### config.mk
export PLATFORM = sky130hd
export DESIGN_NAME = conv_window_gen
export DESIGN_NICKNAME = d
export VERILOG_FILES = /design/src/rtl/cnn_pkg.sv /design/src/rtl/conv_line_buffer.sv /design/src/rtl/conv_window_gen.sv
export SDC_FILE = /design/constraint.sdc
export NUM_CORES = 1
export LEC_CHECK = 0
export CAP_MARGIN = 20
export CORE_MARGIN = 8
export CORE_UTILIZATION = 50
export DETAILED_ROUTE_END_ITERATION = 12
export PLACE_DENSITY = 0.67
export SYNTH_ARGS = -nofsm -noshare
export SYNTH_HDL_FRONTEND = slang
export SYNTH_HIERARCHICAL = 1
export SYNTH_SLANG_ARGS = --single-unit
### constraint.sdc
create_clock -name clk -period 1.7 [get_ports clk]
set_input_delay 0.255 -clock clk [delete_from_list [all_inputs] [get_ports clk]]
set_output_delay 0.255 -clock clk [all_outputs]
set_load 0.05 [all_outputs]
### src/rtl/cnn_pkg.sv
// Constants and window indexing helpers shared by the window generator and
// the convolution datapath that consumes its windows.
package cnn_pkg;

    localparam int unsigned DEF_KERNEL = 3;
    localparam int unsigned DEF_N      = 4;
    localparam int unsigned WIN_W      = DEF_KERNEL * DEF_KERNEL * DEF_N;

    // Window element (r, c) lives at bits [win_idx(r, c, k)*N +: N].
    function automatic int unsigned win_idx(input int unsigned r,
                                            input int unsigned c,
                                            input int unsigned k);
        return r * k + c;
    endfunction

    function automatic int unsigned win_width(input int unsigned k,
                                              input int unsigned n);
        return k * k * n;
    endfunction

endpackage

### src/rtl/conv_line_buffer.sv
// Single image-row delay: the output is the pixel accepted IMG_W enables ago,
// i.e. the same column one row up. Contents are never cleared.
module conv_line_buffer
    import cnn_pkg::*;
#(
    parameter int unsigned N     = DEF_N,
    parameter int unsigned IMG_W = 8
) (
    input  logic         clk,
    input  logic         en_i,
    input  logic [N-1:0] din_i,
    output logic [N-1:0] dout_o
);

    logic [N-1:0] sr_q [IMG_W];

    always_ff @(posedge clk) begin
        if (en_i) begin
            sr_q[0] <= din_i;
            for (int unsigned i = 1; i < IMG_W; i++) begin
                sr_q[i] <= sr_q[i-1];
            end
        end
    end

    assign dout_o = sr_q[IMG_W-1];

endmodule

### src/rtl/conv_window_gen.sv
// Sliding KERNEL x KERNEL window generator over a raster pixel stream, with
// frame position tracking, validity gating and end-of-frame pulse.
module conv_window_gen
    import cnn_pkg::*;
#(
    parameter int unsigned KERNEL = DEF_KERNEL,
    parameter int unsigned N      = DEF_N,
    parameter int unsigned IMG_W  = 8,
    parameter int unsigned IMG_H  = 8
) (
    input  logic                              clk,
    input  logic                              rst,
    input  logic [N-1:0]                      pix_in,
    input  logic                              en_in,
    input  logic                              sof,
    output logic [win_width(KERNEL, N)-1:0]   data2conv,
    output logic                              en_out,
    output logic                              frame_done
);

    localparam int unsigned WW = win_width(KERNEL, N);
    localparam int unsigned CW = (IMG_W > 1) ? $clog2(IMG_W) : 1;
    localparam int unsigned RW = (IMG_H > 1) ? $clog2(IMG_H) : 1;

    logic [CW-1:0] col_q, col_d, cur_col;
    logic [RW-1:0] row_q, row_d, cur_row;
    logic          win_vld, last_pix;
    logic          en_out_q, done_q;
    logic [WW-1:0] data_q, win_d;
    logic [N-1:0]  tap [KERNEL];

    // sof overrides the counters so the current pixel is taken as (0,0).
    always_comb begin
        cur_col  = sof ? '0 : col_q;
        cur_row  = sof ? '0 : row_q;
        col_d    = col_q;
        row_d    = row_q;
        if (en_in) begin
            if (cur_col == CW'(IMG_W - 1)) begin
                col_d = '0;
                row_d = (cur_row == RW'(IMG_H - 1)) ? '0 : cur_row + 1'b1;
            end else begin
                col_d = cur_col + 1'b1;
                row_d = cur_row;
            end
        end
        win_vld  = en_in && (cur_row >= RW'(KERNEL - 1)) && (cur_col >= CW'(KERNEL - 1));
        last_pix = en_in && (cur_row == RW'(IMG_H - 1)) && (cur_col == CW'(IMG_W - 1));
    end

    always_ff @(posedge clk) begin
        if (rst) begin
            row_q    <= '0;
            col_q    <= '0;
            en_out_q <= 1'b0;
            done_q   <= 1'b0;
            data_q   <= '0;
        end else begin
            row_q    <= row_d;
            col_q    <= col_d;
            en_out_q <= win_vld;
            done_q   <= last_pix;
            if (win_vld) begin
                data_q <= win_d;
            end
        end
    end

    assign tap[KERNEL-1] = pix_in;

    if (KERNEL > 1) begin : g_win
        // tap[r] is column cur_col of window row r; row KERNEL-1 is the live pixel.
        for (genvar j = 0; j < KERNEL - 1; j++) begin : g_lb
            conv_line_buffer #(.N(N), .IMG_W(IMG_W)) u_lb (
                .clk    (clk),
                .en_i   (en_in),
                .din_i  (tap[KERNEL-1-j]),
                .dout_o (tap[KERNEL-2-j])
            );
        end

        logic [N-1:0] hist_q [KERNEL][KERNEL-1];

        always_ff @(posedge clk) begin
            if (en_in) begin
                for (int unsigned r = 0; r < KERNEL; r++) begin
                    for (int unsigned c = 0; c + 1 < KERNEL - 1; c++) begin
                        hist_q[r][c] <= hist_q[r][c+1];
                    end
                    hist_q[r][KERNEL-2] <= tap[r];
                end
            end
        end

        always_comb begin
            win_d = '0;
            for (int unsigned r = 0; r < KERNEL; r++) begin
                for (int unsigned c = 0; c < KERNEL - 1; c++) begin
                    win_d[win_idx(r, c, KERNEL)*N +: N] = hist_q[r][c];
                end
                win_d[win_idx(r, KERNEL - 1, KERNEL)*N +: N] = tap[r];
            end
        end
    end else begin : g_pass
        assign win_d = pix_in;
    end

    assign data2conv  = data_q;
    assign en_out     = en_out_q;
    assign frame_done = done_q;

endmodule
# == Word-level counts from Yosys, hierarchy flattened ==
# Memory sizes are Yosys's and may differ from the RTL's.
# Index checks and enable logic that the tools add are counted.
# totals
memories,3
in_bits,8
out_inout_bits,38
register_bits,44
mem_bits_rw,88
word_cells,25
# op_classes
reduce_logical,4
order_cmp,2
n_mux,7
add_sub_neg,2
eq_ne,2
# mem_list
memory,depth,word_bits,read_ports,rd_clocked_by_memory_dff,wr,line,source
g_win.g_lb[0].u_lb.sr_q,8,4,8,0,8,conv_line_buffer.sv:15,logic [N-1:0] sr_q [IMG_W];
g_win.g_lb[1].u_lb.sr_q,8,4,8,0,8,conv_line_buffer.sv:15,
g_win.hist_q,3,8,3,0,3,conv_window_gen.sv:82,logic [N-1:0] hist_q [KERNEL][KERNEL-1];
# ops
operator,n
2-to-1 mux 3 bit,5
adder 3 x 1 -> 3 bit (second input constant),2
== test 3 bit (second input constant),2
greater-or-equal comparator 3 x 2 -> 1 bit (second input constant),2
logical AND 1 bit,4
2-to-1 mux 1 bit,2

# == Depth between registers and ports, before layout ==
# Gate-level depths: netlist of the first run.
# logic_depth
word_depth,4
depth_mapped,7
mapped_depth_nobuf,7

# == Cells and area by module ==
# Netlist of the first run, hierarchy kept.
# modules_own_cells
mod,seq_area_each_um2,area_per_inst_um2,instances,cells_per_inst
conv_window_gen,1601.5,2746.4,1,223
conv_line_buffer,960.9,991.0,2,36

# == Worst setup path before layout of the first run ==
# OpenSTA, ideal clock, no wires.
# synth_timing
kind,reg-to-reg
startpoint,register row_q[1]
endpoint,register data_q[0] (netlist: data2conv[0]) (read register of g_win.hist_q)
synth_period_minus_slack_ps,1420
n_path_buf,2
stages_incl_launch_ff,7
slack_ps,280
arrival_ps,1300
setup_ps,120
t_required_ps,1580
path_cell_list,dfxtp_1 and2b_1 ha_1 o221a_1 buf_6 buf_6 mux2i_1
# synth_via
elab_chain_cells,4
# synth_rtl
element,line,source
from (decl),conv_window_gen.sv:26,"logic [RW-1:0] row_q, row_d, cur_row;"
from (signal assigned),conv_window_gen.sv:59,row_q <= row_d;
2-to-1 mux 3 bit,conv_window_gen.sv:35,cur_row = sof ? '0 : row_q;
greater-or-equal comparator 3 x 2 -> 1 bit,conv_window_gen.sv:47,win_vld = en_in && (cur_row >= RW'(KERNEL - 1)) && (cur_col >= CW'(KERNEL - 1));
logical AND 1 bit (2 in series),conv_window_gen.sv:47,
to (decl),conv_window_gen.sv:29,"logic [WW-1:0] data_q, win_d;"
# Every way passes these cells.
# A chain may end at the register's enable or synchronous reset.

# == Worst setup path after layout of the first run ==
# layout_timing
startpoint,input port sof
endpoint,register data_q[19] (netlist: data2conv[19]) (read register of g_win.hist_q)
# layout_via
elab_chain_cells,4
elab_cells_between_ends,6
cone_classes,order compare: 2; mux: 2; reduce/logical: 2
# layout_rtl
element,line,source
from (decl),conv_window_gen.sv:15,"input logic sof,"
2-to-1 mux 3 bit,conv_window_gen.sv:35,
greater-or-equal comparator 3 x 2 -> 1 bit,conv_window_gen.sv:47,
logical AND 1 bit,conv_window_gen.sv:47,
logical AND 1 bit (*),conv_window_gen.sv:47,
# Mark *: on every way between the ends. The rest lies on a longest branch, timed or not.

==> impl_metrics.env, run 1 <==
export IMPL_fillers=688
export IMPL_cts_root_buf="clkbuf_8"
export IMPL_layout_commonest_cell="edfxtp_1"
export IMPL_avgViaCountPerCell=4.83
export IMPL_vias=2274
export IMPL_dp_cells=439
export IMPL_yosysTopAreaCellShare_pct=55.9
export IMPL_fmax_mhz=672
export IMPL_cts_hold_buf=0
export IMPL_first_global_vias=2262
export IMPL_regToRegStartpoint="row_q[1]$_SDFFE_PP0P_"
export IMPL_cts_sinks=132
export IMPL_yosys_warnings=6
export IMPL_cts_resized=0
export IMPL_clkLatencyLatePin_ns=0.50
export IMPL_dpl_cell_area_sq_um=5200
export IMPL_grt_first_pass_wirelength_mm=11.5
export IMPL_setup_violations=0
export IMPL_postCtsSetupRepairBufs=0
export IMPL_grt_busiest_layer="met2"
export IMPL_skew_ns=0.00893
export IMPL_ios=46
export IMPL_die_w_um=113
export IMPL_yosysSeqAreaShare_pct=74.5
export IMPL_cts_tree="built"
export IMPL_synth_cell_types=20
export IMPL_drt_iter0_drc=117
export IMPL_die_area_sq_um=12800
export IMPL_crit_type="primary input to flip-flop"
export IMPL_crit_required_ns=2.08
export IMPL_total_power_uw=7220
export IMPL_nets=361
export IMPL_crit_arrival_ns=1.87
export IMPL_crit_chain="clkdlybuf4s50_1, and2b_1, ha_1, o221a_2, buf_12, mux2i_1"
export IMPL_hpwl_mm=4.28
export IMPL_drc=0
export IMPL_grtUsageMet3_pct=5.86
export IMPL_grt_max_degree=81
export IMPL_cp_slowest_stage_delay_ns=0.54
export IMPL_rrSetupSlack_ns=0.23
export IMPL_maxSlewViolCount=0
export IMPL_maxSlewHeadroom_pct=73.7
export IMPL_fp_coreArea_sq_um=9200
export IMPL_worst_path_max_fanout=19
export IMPL_die_y_um=113
export IMPL_routed_wl_mm=7.10
export IMPL_globalRouteOverflowTotal=0
export IMPL_gp_congestion=0.728
export IMPL_layoutNonFillerInstCount=471
export IMPL_min_period_ns=1.49
export IMPL_final_cell_mix="edfxtp_1, nand2b_1, buf_4"
export IMPL_syn_nets=309
export IMPL_cts_clk_slew_worst_paths_ns=0.06
export IMPL_area_growth_pct=22.1
export IMPL_n_antenna_cell=0
export IMPL_grt_util_all_layers_pct=11.7
export IMPL_synth_avg_cell_area_sq_um=16.0
export IMPL_status="completed"
export IMPL_postSynthCellCount=295
export IMPL_rsz0062_at_grt="no"
export IMPL_final_hold_viol_count=0
export IMPL_critPathLaunchType="primary input"
export IMPL_port_buffers=45
export IMPL_design_area_sq_um=5780
export IMPL_ir_worst_vdd_mv=0.710
export IMPL_crit_family="buffers and inverters"
export IMPL_dr_pass1_iters=4
export IMPL_layout_drive_gt1_share_pct=22.5
export IMPL_antenna_found_initial=0
export IMPL_final_antenna_net_count=0
export IMPL_yosysTopAreaCell="edfxtp_1"
export IMPL_htreeDepth=4
export IMPL_min_from="en_in"
export IMPL_whs_path_depth=2
export IMPL_worstMarginPinSlew_ns=0.394
export IMPL_timing_final_crit_share_pct=87.6
export IMPL_cts_buffer_depth=2
export IMPL_avgRoutedWirePerCell_um=15.1
export IMPL_holdPathEnd="col_q[1]$_SDFFE_PP0P_"
export IMPL_reg2reg_depth=5
export IMPL_p_leak_uw=0.00215
export IMPL_whs_ns=0.145
export IMPL_netlist_area_sq_um=4730
export IMPL_utilization_pct=62.8
export IMPL_cts_buffers=17
export IMPL_path_buf_inv=2
export IMPL_start_util_pct=51.4
export IMPL_grt_use_met1_pct=14.8
export IMPL_power_density_nw_per_um2=1250
export IMPL_synth_area_leaders="edfxtp_1, dfxtp_1, nand2b_1, mux2i_1, ha_1"
export IMPL_r2r_end="data2conv[19]$_SDFFE_PP0P_"
export IMPL_critical_path_slowest_cell="clkdlybuf4s50_1"
export IMPL_maxCapViolCount=0
export IMPL_hp_class="primary input to flip-flop"
export IMPL_ys_ff_latch=132
export IMPL_end_kind="flip-flop"
export IMPL_use_met2_pct=16.7
export IMPL_rows=35
[layer usage]
layer | wire (um) | share of wire, %
met1 | 3430 | 48
met2 | 3290 | 46
met3 | 346 | 4.9
met4 | 38 | 0.53
met5 | 0 | 0
[synthesized netlist by cell type]
cell       instances
edfxtp_1          88
clkbuf_1          10
o21ai_0            1
buf_6              4
nor3b_1            1
o221a_1            1
nand2b_1          74
nor2_1             6
inv_1              2
o21ba_1            2
mux2i_1           37
ha_1               6
nor2b_1            2
nand2_1            1
buf_4              8
a211oi_1           2
a32oi_1            1
and2b_1            3
dfxtp_1           44
a2bb2oi_1          2
[registers in the layout (all words and copies together) (netlist names)]
signal                count
col_q                     3
data2conv                36
en_out                    1
frame_done                1
g_win.g_lb.u_lb/sr_q     64
g_win.hist_q             24
row_q                     3
[how the worst max path moves through the flow]
| stage | endpoint | slack, ns | depth (start not counted) | start |
|---|---|---|---|---|
| 6_report | data2conv[19]$_SDFFE_PP0P_ | 0.21 | 6 | sof |
| 5_1_grt | row_q[0]$_SDFFE_PP0P_ | 0.15 | 7 | sof |
| 4_1_cts | data2conv[24]$_SDFFE_PP0P_ | 0.22 | 5 | row_q[1]$_SDFFE_PP0P_ |
| 3_5_place_dp | data2conv[20]$_SDFFE_PP0P_ | -0.31 | 6 | sof |
| 3_3_place_gp | data2conv[34]$_SDFFE_PP0P_ | -0.25 | 6 | sof |
| 2_1_floorplan | data2conv[0]$_SDFFE_PP0P_ | 0.28 | 6 | row_q[1]$_SDFFE_PP0P_ |
[cells by family after synthesis]
kind of cell	count (synthesis)	synth area share, %
flops	132	74.5
simple gates	87	11.2
mux	37	7.83
buf+inv	24	3.18
compound gates	9	1.64
fa+ha+maj	6	1.59
[per-stage QoR]
stage	TNS, ns	worst slack [ns]
2_1_floorplan	0	0.280
3_3_place_gp	-9.70	-0.251
4_1_cts	0	0.220
5_1_grt	0	0.154
3_5_place_dp	-11.67	-0.312
6_report	0	0.211
[cell type report]
class,instances,area (sq um),share of cell area [%]
clock inverter,12,133,2.30
tap,111,139,2.40
clock buffer,20,445,7.71
timing repair buffer,55,473,8.19
sequential,132,3520,61.0
multi-input combinational,139,1050,18.3
inverter,2,7.51,0.130
[report_power, final]
part           internal [uW]  leakage (uW)  switching, uW
sequential              3570       0.00122           42.3
clock                   2160      0.000267           1280
combinational           69.4      0.000667           91.2
total                   5800       0.00215           1420
Note: power is estimated with default switching activity, not from simulation.
==> inputs of run 2 (changes only) <==
--- a/config.mk
+++ b/config.mk
@@ -7,9 +7,10 @@
 export LEC_CHECK = 0
 export CAP_MARGIN = 20
 export CORE_MARGIN = 8
-export CORE_UTILIZATION = 50
+export CORE_UTILIZATION = 25
 export DETAILED_ROUTE_END_ITERATION = 12
-export PLACE_DENSITY = 0.67
+export PLACE_DENSITY = 0.45
+export SETUP_SLACK_MARGIN = 0.1
 export SYNTH_ARGS = -nofsm -noshare
 export SYNTH_HDL_FRONTEND = slang
 export SYNTH_HIERARCHICAL = 1
==> run 2 against run 1 <==
Combinational power grew 4%. Die area grew 84%. Count of clock-buffer cells in the layout grew 2. Sequential cell count is the same.
==> impl_metrics.env, run 2 (synthesized netlist as in run 1, its figures left out) <==
export IMPL_status="completed"
export IMPL_utilization_pct=32.2
export IMPL_largest_reg_flops=64
export IMPL_ir_worst_vdd_mv=0.713
export IMPL_min_period_ns=1.47
export IMPL_crit_arrival_ns=1.75
export IMPL_maxSlewViolCount=0
export IMPL_cp_slowest_stage_delay_ns=0.34
export IMPL_critPathLaunchType="flip-flop"
export IMPL_grt_max_degree=81
export IMPL_layout_commonest_cell="edfxtp_1"
export IMPL_grt_util_all_layers_pct=7.20
export IMPL_clkLatencyLatePin_ns=0.40
export IMPL_drt_iter0_drc=115
export IMPL_final_hold_viol_count=0
export IMPL_first_global_vias=2443
export IMPL_die_y_um=154
export IMPL_rsz0062_at_grt="no"
export IMPL_gp_congestion=0.694
export IMPL_cts_buffers=17
export IMPL_die_area_sq_um=23600
export IMPL_reg2reg_depth=5
export IMPL_htreeDepth=4
export IMPL_crit_required_ns=1.99
export IMPL_p_leak_uw=0.00221
export IMPL_maxCapViolCount=0
export IMPL_crit_type="flip-flop to flip-flop"
export IMPL_hpwl_mm=4.90
export IMPL_dr_pass1_iters=5
export IMPL_cts_root_buf="clkbuf_16"
export IMPL_rrSetupSlack_ns=0.23
export IMPL_cts_hold_buf=0
export IMPL_cts_sinks=132
export IMPL_path_depth=5
export IMPL_maxSlewHeadroom_pct=76.6
export IMPL_layout_drive_gt1_share_pct=22.6
export IMPL_drc=0
export IMPL_startpoint="row_q[1]$_SDFFE_PP0P_"
export IMPL_avgRoutedWirePerCell_um=13.3
export IMPL_internal_power_uw=6200
export IMPL_crit_chain="and2b_1, ha_1, o221a_2, buf_12, mux2i_1"
export IMPL_p_seq_share_pct=47.5
export IMPL_worstMarginPinSlew_ns=0.351
export IMPL_end_kind="flip-flop"
export IMPL_power_share_combinational_pct=2.2
export IMPL_globalRouteOverflowTotal=0
export IMPL_endpoint="data2conv[22]$_SDFFE_PP0P_"
export IMPL_p_sw_uw=1400
export IMPL_timing_final_crit_share_pct=86.3
export IMPL_antenna_found_initial=0
export IMPL_final_antenna_net_count=0
export IMPL_top_register="g_win.g_lb.u_lb/sr_q"
export IMPL_fp_coreArea_sq_um=18600
export IMPL_ios=46
export IMPL_n_antenna_cell=0
export IMPL_fmax_mhz=681
export IMPL_postCtsSetupRepairBufs=0
export IMPL_design_area_sq_um=6000
export IMPL_power_density_nw_per_um2=1270
export IMPL_avgViaCountPerCell=3.89
export IMPL_switching_share_pct=18.4
export IMPL_crit_family="compound AO/OA/AOI/OAI gates"
export IMPL_final_cell_mix="edfxtp_1, nand2b_1, buf_4"
export IMPL_vias=2321
export IMPL_die_w_um=154
export IMPL_dpl_cell_area_sq_um=5370
export IMPL_r2r_end="data2conv[22]$_SDFFE_PP0P_"
export IMPL_hp_class="primary input to flip-flop"
export IMPL_routed_wl_mm=7.93
export IMPL_skew_ns=0.00543
export IMPL_rows=50
export IMPL_worst_path_max_fanout=21
export IMPL_cts_tree="built"
export IMPL_nets=364
export IMPL_start_util_pct=25.4
export IMPL_path_buf_inv=1
export IMPL_regToRegStartpoint="row_q[1]$_SDFFE_PP0P_"
export IMPL_port_buffers=45
export IMPL_p_clk_share_pct=50.3
export IMPL_whs_ns=0.159
export IMPL_cts_buffer_depth=2
export IMPL_area_growth_pct=27.0
export IMPL_dp_cells=565
export IMPL_critical_path_slowest_cell="o221a_2"
export IMPL_setup_violations=0
export IMPL_cts_clk_slew_worst_paths_ns=0.06
export IMPL_grt_first_pass_wirelength_mm=13.1
export IMPL_layoutNonFillerInstCount=597
[run 2: changes by cell type in the layout (fill, tap and decap cells not counted), sizes merged]
cell	before	now
bufinv	2	4
clkinvlp	5	2
buf	50	53
clkinv	5	4
clkdlybuf4s50	5	4
clkbuf	20	22
dlymetal6s2s	0	1
[run 2: how the worst min path moves through the flow]
stage	start	end	slack (ns)	cells after the start
floorplan	pix_in[0]	g_win.g_lb[0].u_lb/sr_q[0][0]$_DFFE_PP_	0.35	0
global placement	g_win.g_lb[0].u_lb/sr_q[0][3]$_DFFE_PP_	g_win.g_lb[0].u_lb/sr_q[0][7]$_DFFE_PP_	0.40	0
detailed placement	g_win.g_lb[1].u_lb/sr_q[0][6]$_DFFE_PP_	g_win.g_lb[1].u_lb/sr_q[0][10]$_DFFE_PP_	0.40	0
CTS	en_in	g_win.g_lb[0].u_lb/sr_q[1][11]$_DFFE_PP_	0.15	1
global route	en_in	g_win.g_lb[0].u_lb/sr_q[1][11]$_DFFE_PP_	0.13	1
finish	en_in	g_win.g_lb[0].u_lb/sr_q[1][11]$_DFFE_PP_	0.16	1
[run 2: metal layers]
layer / vias up / share of wire [%] / global-route usage, %
met5: - / 0 / 0
met3: 6 / 8.1 / 4.68
met4: 0 / 1.2 / 2.80
met2: 53 / 42 / 9.86
li1: 1141 / - / -
met1: 1121 / 49 / 8.78
[run 2: metrics by stage]
stage                     TNS, ns  setup WS, ns  power (uW)
after CTS                       0         0.131        7720
after detailed placement   -11.28        -0.304        3850
after floorplan                 0         0.280        3750
after global placement     -10.46        -0.270        3840
after global routing            0         0.145        7870
final                           0         0.232        7600
[run 2: what timing repair did]
action / CTS / global route
resized for setup: 0 / 2
hold endpoints to repair: 0 / 0
endpoints found under the setup margin: 0 / 39
[run 2: final cells by class]
type	instances	area, sq um
clock buffer	22	474
clock inverter	10	153
fill	1834	12600
inverter	2	7.51
multi-input combinational	139	1050
sequential	132	3520
tap	234	293
timing repair buffer	58	498
[run 2: worst reg2reg max path, delay by kind of cell (launching register included)]
| family | cells | cell delay, ns |
|---|---|---|
| muxes | 1 | 0.15 |
| buffers and inverters | 1 | 0.18 |
| and+or+nand+nor | 1 | 0.17 |
| AOI/OAI and AO/OA | 1 | 0.34 |
| DFF | 1 | 0.32 |
| adders and majority gates | 1 | 0.19 |
[run 2: power by group through the flow]
stage / sequential (uW) / combinational (uW) / clock, uW
floorplan: 3660 / 91.4 / 0
global placement: 3670 / 169 / 0
detailed placement: 3680 / 173 / 0
CTS: 3610 / 173 / 3940
global route: 3620 / 187 / 4060
finish: 3610 / 167 / 3820
